--- config.mk ---
export PLATFORM = sky130hd
export DESIGN_NAME = comparador_serial_izq_der
export DESIGN_NICKNAME = d
export VERILOG_FILES = /design/src/rtl/comparador_serial_izq_der.sv
export SDC_FILE = /design/constraint.sdc
export NUM_CORES = 1
export LEC_CHECK = 0
export ABC_AREA = 1
export BUFFER_PORTS_ARGS = -buffer_cell sky130_fd_sc_hd__buf_4
export CELL_PAD_IN_SITES_DETAIL_PLACEMENT = 1
export CELL_PAD_IN_SITES_GLOBAL_PLACEMENT = 1
export CORE_ASPECT_RATIO = 0.8
export CORE_MARGIN = 2
export CORE_UTILIZATION = 38
export CTS_CLUSTER_DIAMETER = 30
export DETAILED_ROUTE_END_ITERATION = 8
export PLACE_DENSITY = 0.79
export SLEW_MARGIN = 20
export SYNTH_ARGS = -nofsm -noshare
export SYNTH_HDL_FRONTEND = slang
export SYNTH_SLANG_ARGS = --single-unit
--- constraint.sdc ---
create_clock -name clk -period 1.3 [get_ports clk]
set_input_delay 0.39 -clock clk [delete_from_list [all_inputs] [get_ports clk]]
set_output_delay 0.39 -clock clk [all_outputs]
set_load 0.02 [all_outputs]
--- src/rtl/comparador_serial_izq_der.sv ---
// Bit-serial MSB-first magnitude comparator behind a start/done handshake.
// Latency N cycles (full scan) or N-i cycles (early exit at bit i); start is ignored while busy.
module comparador_serial_izq_der #(
  parameter int N          = 3,
  parameter int SIGNED     = 0,
  parameter int EARLY_EXIT = 1
) (
  input  logic                       clk,
  input  logic                       reset,
  input  logic                       start,
  input  logic [N-1:0]               A,
  input  logic [N-1:0]               B,
  input  logic [1:0]                 mode,
  output logic                       busy,
  output logic                       done,
  output logic                       Zout,
  output logic [$clog2(N+1)-1:0]     bits_used
);

  localparam int CW = $clog2(N+1);
  localparam logic [CW-1:0] NCNT = CW'(N);

  localparam logic [1:0] IDLE = 2'd0;
  localparam logic [1:0] SCAN = 2'd1;
  localparam logic [1:0] DONE = 2'd2;

  logic [1:0]    state;
  logic [N-1:0]  sa, sb;
  logic [1:0]    md;
  logic          eq, lt, gt;
  logic [CW-1:0] cnt;

  logic          sign_step, eq_n, lt_n, gt_n, finish, z_n;
  logic [CW-1:0] cnt_n;

  assign busy = (state == SCAN);
  assign done = (state == DONE);

  always_comb begin
    eq_n      = eq;
    lt_n      = lt;
    gt_n      = gt;
    // The sign bit is the first one consumed; a 1 there marks the smaller value.
    sign_step = (SIGNED != 0) && (cnt == '0);
    if (eq && (sa[N-1] != sb[N-1])) begin
      eq_n = 1'b0;
      if (sa[N-1] ^ sign_step) gt_n = 1'b1;
      else                     lt_n = 1'b1;
    end
    cnt_n  = cnt + 1'b1;
    finish = (cnt_n == NCNT) || ((EARLY_EXIT != 0) && !eq_n);
    case (md)
      2'b00:   z_n = lt_n | eq_n;
      2'b01:   z_n = lt_n;
      2'b10:   z_n = eq_n;
      default: z_n = gt_n | eq_n;
    endcase
  end

  always_ff @(posedge clk) begin
    if (reset) begin
      state     <= IDLE;
      sa        <= '0;
      sb        <= '0;
      md        <= '0;
      eq        <= 1'b0;
      lt        <= 1'b0;
      gt        <= 1'b0;
      cnt       <= '0;
      Zout      <= 1'b0;
      bits_used <= '0;
    end else begin
      case (state)
        IDLE, DONE: begin
          if (start) begin
            sa    <= A;
            sb    <= B;
            md    <= mode;
            eq    <= 1'b1;
            lt    <= 1'b0;
            gt    <= 1'b0;
            cnt   <= '0;
            state <= SCAN;
          end else begin
            state <= IDLE;
          end
        end
        SCAN: begin
          sa  <= sa << 1;
          sb  <= sb << 1;
          eq  <= eq_n;
          lt  <= lt_n;
          gt  <= gt_n;
          cnt <= cnt_n;
          if (finish) begin
            state     <= DONE;
            Zout      <= z_n;
            bits_used <= cnt_n;
          end
        end
        default: state <= IDLE;
      endcase
    end
  end

endmodule

==> After elaboration in Yosys (flattened, before gate mapping) <==
Index checks and enable logic that the tools add are counted.
{ "classes": {"addsub": 1, "n_bitwise": 2, "n_eq_ne": 8, "n_mux": 20, "n_reduce_logical": 10} }
{ "ops": {"columns": ["op", "n"], "rows": [
  ["3-bit case mux with 2 select lines", 2],
  ["1-bit 2-to-1 mux", 8],
  ["2-bit case mux with 2 select lines", 2],
  ["2-bit equality test (second input constant)", 3],
  ["3-bit 2-to-1 mux", 2],
  ["1-bit case mux with 2 select lines", 3],
  ["2-bit AND reduction", 3],
  ["2-bit by 1-bit equality test with 1-bit output (second input constant)", 2],
  ["2-bit logical NOT", 2],
  ["2-bit 2-to-1 mux", 2],
  ["1-bit case mux with 3 select lines", 1],
  ["2-bit by 1-bit adder with 2-bit output (second input constant)", 1],
  ["2-bit by 1-bit inequality test with 1-bit output (second input constant)", 1],
  ["2-bit inequality test (second input constant)", 1],
  ["1-bit bitwise OR", 2],
  ["2-bit nonzero test", 1],
  ["2-bit OR reduction", 1],
  ["1-bit logical AND", 1],
  ["1-bit logical NOT", 1],
  ["1-bit logical OR", 1],
  ["1-bit inequality test", 1]
]} }
{ "word_totals": {"elab_cells": 51, "register_bits": 18, "inputBits": 11, "out_inout_bits": 5} }

==> Depth between registers and ports, before layout <==
Gate-level depths: netlist (run 1).
{ "logic_depth": {"word_depth": 7, "ltp_mapped": 8, "depth_no_buf": 8} }

==> Least setup slack after synthesis (run 1) <==
OpenSTA, ideal clock, no wires.
{ "synth_timing": {"kind": "reg2reg", "startpoint": "register cnt[0]", "endpoint": "register bits_used[0]", "setup_time_ps": 113, "n_path_buf": 0, "path_slack_ps": 193, "arrival_ps": 994, "path_stages_with_launch": 9, "required_ps": 1187, "synth_period_minus_slack_ps": 1107, "cell_sequence": "dfxtp_1 -> inv_1 -> ha_1 -> inv_1 -> nand4_2 -> nand2_4 -> inv_2 -> nor2_1 -> nor2_1"} }
{ "synth_via": {"elab_chain_len": 4} }
{ "synth_lines": {"columns": ["item", "line_no", "source"], "rows": [
  ["start, declared", "31", "logic [CW-1:0] cnt;"],
  ["start signal, assigned", "94", "cnt <= cnt_n;"],
  ["2-bit by 1-bit adder with 2-bit output (*)", "50", "cnt_n = cnt + 1'b1;"],
  ["named net cnt_n[0]", "34", "logic [CW-1:0] cnt_n;"],
  ["2-bit equality test", "51", "finish = (cnt_n == NCNT) || ((EARLY_EXIT != 0) && !eq_n);"],
  ["1-bit logical OR", "51", null],
  ["2-bit AND reduction (no line)", null, null],
  ["end signal, assigned", "98", "bits_used <= cnt_n;"],
  ["end, declared", "17", "output logic [$clog2(N+1)-1:0] bits_used"]
]} }
Mark *: on every way through the listed nets, which the timed path passes. The rest lies on a longest branch.
A chain may end at the register's enable or synchronous reset.

==> Worst setup path in the final report (run 1) <==
{ "layout_timing": {"startpoint": "register state[1]", "endpoint": "output busy"} }
{ "layout_via": {"elab_chain_len": 1} }
{ "layout_lines": {"columns": ["item", "line_no", "source"], "rows": [
  ["start, declared", "27", "logic [1:0] state;"],
  ["start signal, assigned", "62", "state <= IDLE;"],
  ["start signal, assigned", "83", "state <= SCAN;"],
  ["start signal, assigned", "85", "state <= IDLE;"],
  ["2-bit by 1-bit equality test with 1-bit output", "36", "assign busy = (state == SCAN);"],
  ["end, declared", "14", "output logic busy,"]
]} }
No other way between the ends.

==> out/results.ini, run 1 <==
[run_status]
outcome = finished with violations
violations = setup timing

[hold_path]
hp-class = primary input to flop

[clocking]
cts.sinks = 18
h-tree-depth = 1
path_clk_slew_ns = 0.11
clk_latency_ns = 0.30
cts_tree = done
cts_buffer_depth = 2
cts_buffers = 3
cts_hold_buffers = 0
cts_root_buf = clkbuf_4

[logic_synthesis]
synth_top_area_cell = dfxtp_1
seq_area_frac_synth_pct = 42.7
ys_seq_elements = 18
yosys_warnings = 0
syn_area_um2 = 843
synthesis.nets = 125
yosys-top-cells-area = dfxtp_1 43%, nand2_1 7.6%, inv_1 6.7%, a21oi_1 6.5%, ha_1 5.9%
synth_top_area_share_pct = 42.7
synthCells = 110
syn_area_per_cell_um2 = 7.67
synth_cell_type_count = 23

[place]
gp_congestion = 0.736
hpwl_um = 1560
pre_cts_slack_ns = 0.0553
port_buffers = 15

[power_and_ir_drop]
p_leak_nw = 0.506
power_density_nw_per_um2 = 1190
ir_drop_mv = 0.840

[timing]
report.final.slew_viol_count = 0
fin_ws_ns = -0.0140
slew_headroom_pct = 82.1
setup_violations = 1
period_share_pct = 101
period_minus_slack_ns = 1.31
fmax_mhz = 761
finalHoldViolations = 0
fin_skew_ns = 0.00137
rsz0062_at_grt = true
worstMarginPinSlew_ns = 0.268

[setup_path]
worst_setup_path_start_kind = flop
worstSetupEndpointType = output pin
cp_max_fo = 2
arrival_ns = 0.92
required_ns = 0.91
critical_path_class = flop to output pin

[die]
num_io_pins = 16
rows = 15
die_area_um2 = 2610
start_util_pct = 39.8
die_y_um = 46.1
fp.coreArea_um2 = 2120
fp.dieW_um = 56.7

[cells_and_area]
fin_nets = 152
layout-drive-gt1-share_pct = 36.0
n_antenna_cell = 0
final_cell_mix = 23 x buf_4, 17 x nand2_1, 13 x dfxtp_1, 13 x inv_1, 11 x a21oi_1
final_core_util_pct = 52.8
synthToLayoutAreaGrowth_pct = 32.8
layout_commonest_cell = buf_4

[route]
drt_iter0_markers = 8
drc = 0
vias = 818
ant_nets = 0
totalWireLength_um = 2210
via_per_inst = 5.08
drt_first_pass_iters = 3
routedWlPerCell_um = 13.7

[grt]
grt_max_degree = 11
grt_pass1_vias = 840
grtUsageTotal_pct = 18.9
overflow = 0
grt_pass1_wl_um = 3760
antenna_found_initial = 0

[job]
max_cap_viol_count = 0

## cells in the mapped netlist
| master | instances |
|---|---|
| clkinv_4 | 1 |
| buf_4 | 1 |
| buf_2 | 1 |
| nand3_1 | 10 |
| nand2_2 | 4 |
| a211oi_1 | 1 |
| nor3b_1 | 1 |
| a21oi_2 | 1 |
| inv_1 | 15 |
| nor3_1 | 2 |
| o21ai_0 | 7 |
| nand4_2 | 1 |
| ha_1 | 4 |
| inv_2 | 2 |
| nand2_1 | 17 |
| nand4_1 | 1 |
| o221ai_1 | 2 |
| a21oi_1 | 11 |
| nor2_1 | 7 |
| nand2_4 | 1 |
| nor2_2 | 1 |
| o21ai_1 | 1 |
| dfxtp_1 | 18 |
## logic make-up (layout without fill, tap and decap cells)
kind of cell / count (synthesis) / after routing / synth area share, %
AOI/OAI and AO/OA: 23 / 23 / 15.3
adders and majority gates: 4 / 4 / 5.93
buffers and inverters: 20 / 46 / 10.1
DFF: 18 / 18 / 42.7
and+or+nand+nor: 45 / 45 / 26.0
## per-layer routing
metal / track usage [%] / share of wire (%)
met5: 0 / 0
met4: 2.86 / 0.32
met3: 5.90 / 3.1
met2: 32.3 / 46
met1: 24.4 / 50
## sequential cells by signal, summed over array words and instances, names as in the netlist
| signal | flops |
|---|---|
| md | 2 |
| eq | 1 |
| bits_used | 2 |
| sb | 3 |
| gt | 1 |
| sa | 3 |
| lt | 1 |
| state | 2 |
| Zout | 1 |
| cnt | 2 |
## final timing paths
check	startpoint	slack (ns)	endpoint	cells past startpoint
hold reg to reg	cnt[0]	0.45	cnt[0]	1
setup reg to reg	md[1]	0.07	Zout	8
setup / recovery	state[1]	-0.01	busy	4
hold / removal	reset	0.29	state[1]	2
## repair_timing
action,in CTS,in global routing
setup buffers,2,2
pin swaps,0,3
endpoints found under the setup margin,2,5
gates resized for setup,5,8
## through the flow
stage          cell area (µm²)  setup TNS, ns  cells  power, mW  hold slack [ns]
5_1_grt                   1120        -0.0866    161       1.40            0.280
3_3_place_gp              1010              0    153      0.918            0.442
3_5_place_dp              1010              0    153      0.929            0.470
4_1_cts                   1070        -0.0293    159       1.31            0.286
6_report                  1120        -0.0140    161       1.33            0.290
2_1_floorplan              843              0    110      0.822            0.422
## critical path, stage by stage (launching register included)
cell and delay, ns:
dfxtp_2 0.34, inv_2 0.05, nand2_4 0.07, clkinv_4 0.05
buf_6 0.12
## layout make-up
class                   count  area (µm²)
repair buffers             24         184
multi-input cells          72         429
clock buffers               4        36.3
fillers                   263        1000
well taps                  25        31.3
flip-flops and latches     18         367
inverters                  18        72.6
## where the power goes
part           switching [mW]  internal (mW)  leakage, nW
Sequential             0.0406          0.598        0.150
Clock                   0.188          0.171       0.0210
Combinational           0.187          0.148        0.335
Total                   0.415          0.918        0.506
Power figures use the tool's default switching activity.
==> inputs of run 2 (changes only) <==
ABC_AREA = unset   (was 1)
PLACE_DENSITY = 0.78   (was 0.79)
==> run 2 against run 1 <==
Net effect:
- largest power group unchanged
- core utilization increased by 3.7 points
- combinational power decreased by 4%
- sequential share of layout area decreased by 1.8 points
- critical path type is now flop to flop
- the flow still finishes with violations (setup timing)
- global-route usage increased by 0.39 points
==> out/results.ini, run 2 <==
[power_and_ir_drop]
power_frac_seq_pct = 47.9
p_leak_nw = 0.496
power_mw = 1.30
p_sw_mw = 0.377
power_density_nw_per_um2 = 1080
swShare_pct = 29.0
pwr-share-clk_pct = 27.3
ir_drop_mv = 0.793
internal_power_mw = 0.922
combPwrFrac_pct = 24.8

[logic_synthesis]
synth_top_cells_by_count = 18 x dfxtp_1, 14 x nand2_1, 13 x nor2_1
yosys.area_share.adder_pct = 5.99
synthArstFlopShare_pct = 0
syn_area_per_cell_um2 = 8.44
yosys.area_share.simple_pct = 22.3
yosys-top-cells-area = dfxtp_1 43%, nand2_1 6.3%, ha_1 6.0%, nor2_1 5.8%, a21oi_1 4.2%
seq_area_frac_synth_pct = 43.1
synthesis.nets = 114
synth_edf_count = 0
synth_top_family_by_area = simple AND/OR/NAND/NOR gates
syn_area_um2 = 836
yosysMostFrequentCell = dfxtp_1
synth_ff_type = dfxtp_1
synth-compound-area-share_pct = 21.0
synth_top_area_share_pct = 43.1
synth_top_area_cell = dfxtp_1
ys_seq_elements = 18
synthCells = 99
yosys_warnings = 0
synth_mux_area_share_pct = 1.20
synth_cell_type_count = 27
synth_xor_xnor_area_share_pct = 1.05

[route]
drt_first_pass_iters = 4
drc = 0
ant_nets = 0
drt_iter0_markers = 19
totalWireLength_um = 2540
routedWlPerCell_um = 16.5
via_per_inst = 5.56
vias = 857

[timing]
fin_ws_ns = -0.145
rsz0062_at_grt = true
worstMarginPinSlew_ns = 0.336
whs_ns = 0.315
period_minus_slack_ns = 1.45
fin_skew_ns = 0.00468
setup_violations = 2
fmax_mhz = 692
slew_headroom_pct = 77.6
report.final.slew_viol_count = 0
period_share_pct = 111
finalHoldViolations = 0

[clocking]
cts.sinks = 18
cts_buffer_depth = 2
cts_tree = done
cts_root_buf = clkbuf_4
clk_latency_ns = 0.30
h-tree-depth = 1
path_clk_slew_ns = 0.11
cts_buffers = 3

[die]
fp.coreArea_um2 = 2120
start_util_pct = 39.4
num_io_pins = 16
fp.dieW_um = 56.4
rows = 15
die_area_um2 = 2590
die_y_um = 45.9

[job]
max_cap_viol_count = 0

[grt]
grt_pass1_vias = 832
grt_pass1_wl_um = 3730
antenna_found_initial = 0
grtUsageTotal_pct = 19.3
grt_max_degree = 12
overflow = 0

[cells_and_area]
synthToLayoutAreaGrowth_pct = 43.4
layout_commonest_cell = buf_4
multi_input_area_um2 = 488
n_antenna_cell = 0
fin_nets = 145
final_core_util_pct = 56.5
final_cell_mix = 28 x buf_4, 14 x nand2_1, 13 x nor2_1, 12 x dfxtp_1, 6 x a21oi_1
layout-drive-gt1-share_pct = 43.4
largestRegisters = sa: 3 flops, sb: 3 flops
num-fill-cells = 259
fin_cells = 154
seqCellArea_um2 = 370

[place]
hpwl_um = 1640
gp_congestion = 0.806
port_buffers = 15
place_inst = 144
pre_cts_slack_ns = -0.0889

[setup_path]
critical_path_class = flop to flop
cp_max_fo = 2
worstSetupEndpointType = flop
required_ns = 1.50
arrival_ns = 1.65
worst_setup_path_start_kind = flop

[hold_path]
hp-class = primary input to flop

[run_status]
outcome = finished with violations
violations = setup timing

[run 2: logic make-up (layout without fill, tap and decap cells)]
| kind of cell | count (synthesis) | count (layout) |
|---|---|---|
| muxes | 1 | 1 |
| adders and majority gates | 4 | 4 |
| xor gates and xnor gates | 1 | 1 |
| DFF | 18 | 18 |
| buffers and inverters | 12 | 42 |
| and+or+nand+nor | 40 | 40 |
| AOI/OAI and AO/OA | 23 | 23 |
[run 2: path summary, 6_finish.rpt]
path              endpoint  slack [ns]  cells after the start  startpoint
setup / recovery      Zout       -0.15                      6       md[1]
hold / removal       md[1]        0.32                      3     mode[1]
setup reg to reg      Zout       -0.15                      6       md[1]
hold reg to reg      md[0]        0.48                      2       md[0]
[run 2: final cells by class]
cell class,count,area share [%]
multi-input cells,69,40.7
flip-flops and latches,18,30.9
repair buffers,31,20.4
clock buffers,4,3.03
well taps,25,2.61
inverters,7,2.40
[run 2: critical path: stages (launching register included)]
cell,delay (ns)
dfxtp_2,0.35
inv_2,0.05
ha_4,0.24
nor3_4,0.21
a21oi_2,0.06
o211a_1,0.22
a31o_1,0.21
[run 2: repair_timing]
item,4_1_cts,5_1_grt
hold buffers,0,0
setup buffers,1,5
endpoints found under the setup margin,5,6
pin swaps,3,5
gates resized for setup,10,12
[run 2: routing by layer]
metal  up-vias  part of all wire, %  global-route usage, %
met5         -                    0                      0
met3        11                  5.4                   6.25
met4         0                  3.6                   7.62
li1        401                    -                      -
met1       421                   43                   21.4
met2        24                   48                   35.1
[run 2: per-stage QoR]
step | setup TNS, ns | cell area, µm²
final | -0.191 | 1200
after global routing | -0.419 | 1200
after CTS | -0.173 | 1130
after detailed placement | -0.263 | 1060
after global placement | -0.0918 | 1060
after floorplan | -0.0353 | 856
[run 2: power by group through the flow]
stage	Combinational [mW]	Sequential, mW	Clock, mW
global placement	0.255	0.627	0
finish	0.322	0.622	0.354
CTS	0.288	0.620	0.364
global route	0.348	0.628	0.396
floorplan	0.144	0.635	0
detailed placement	0.266	0.630	0
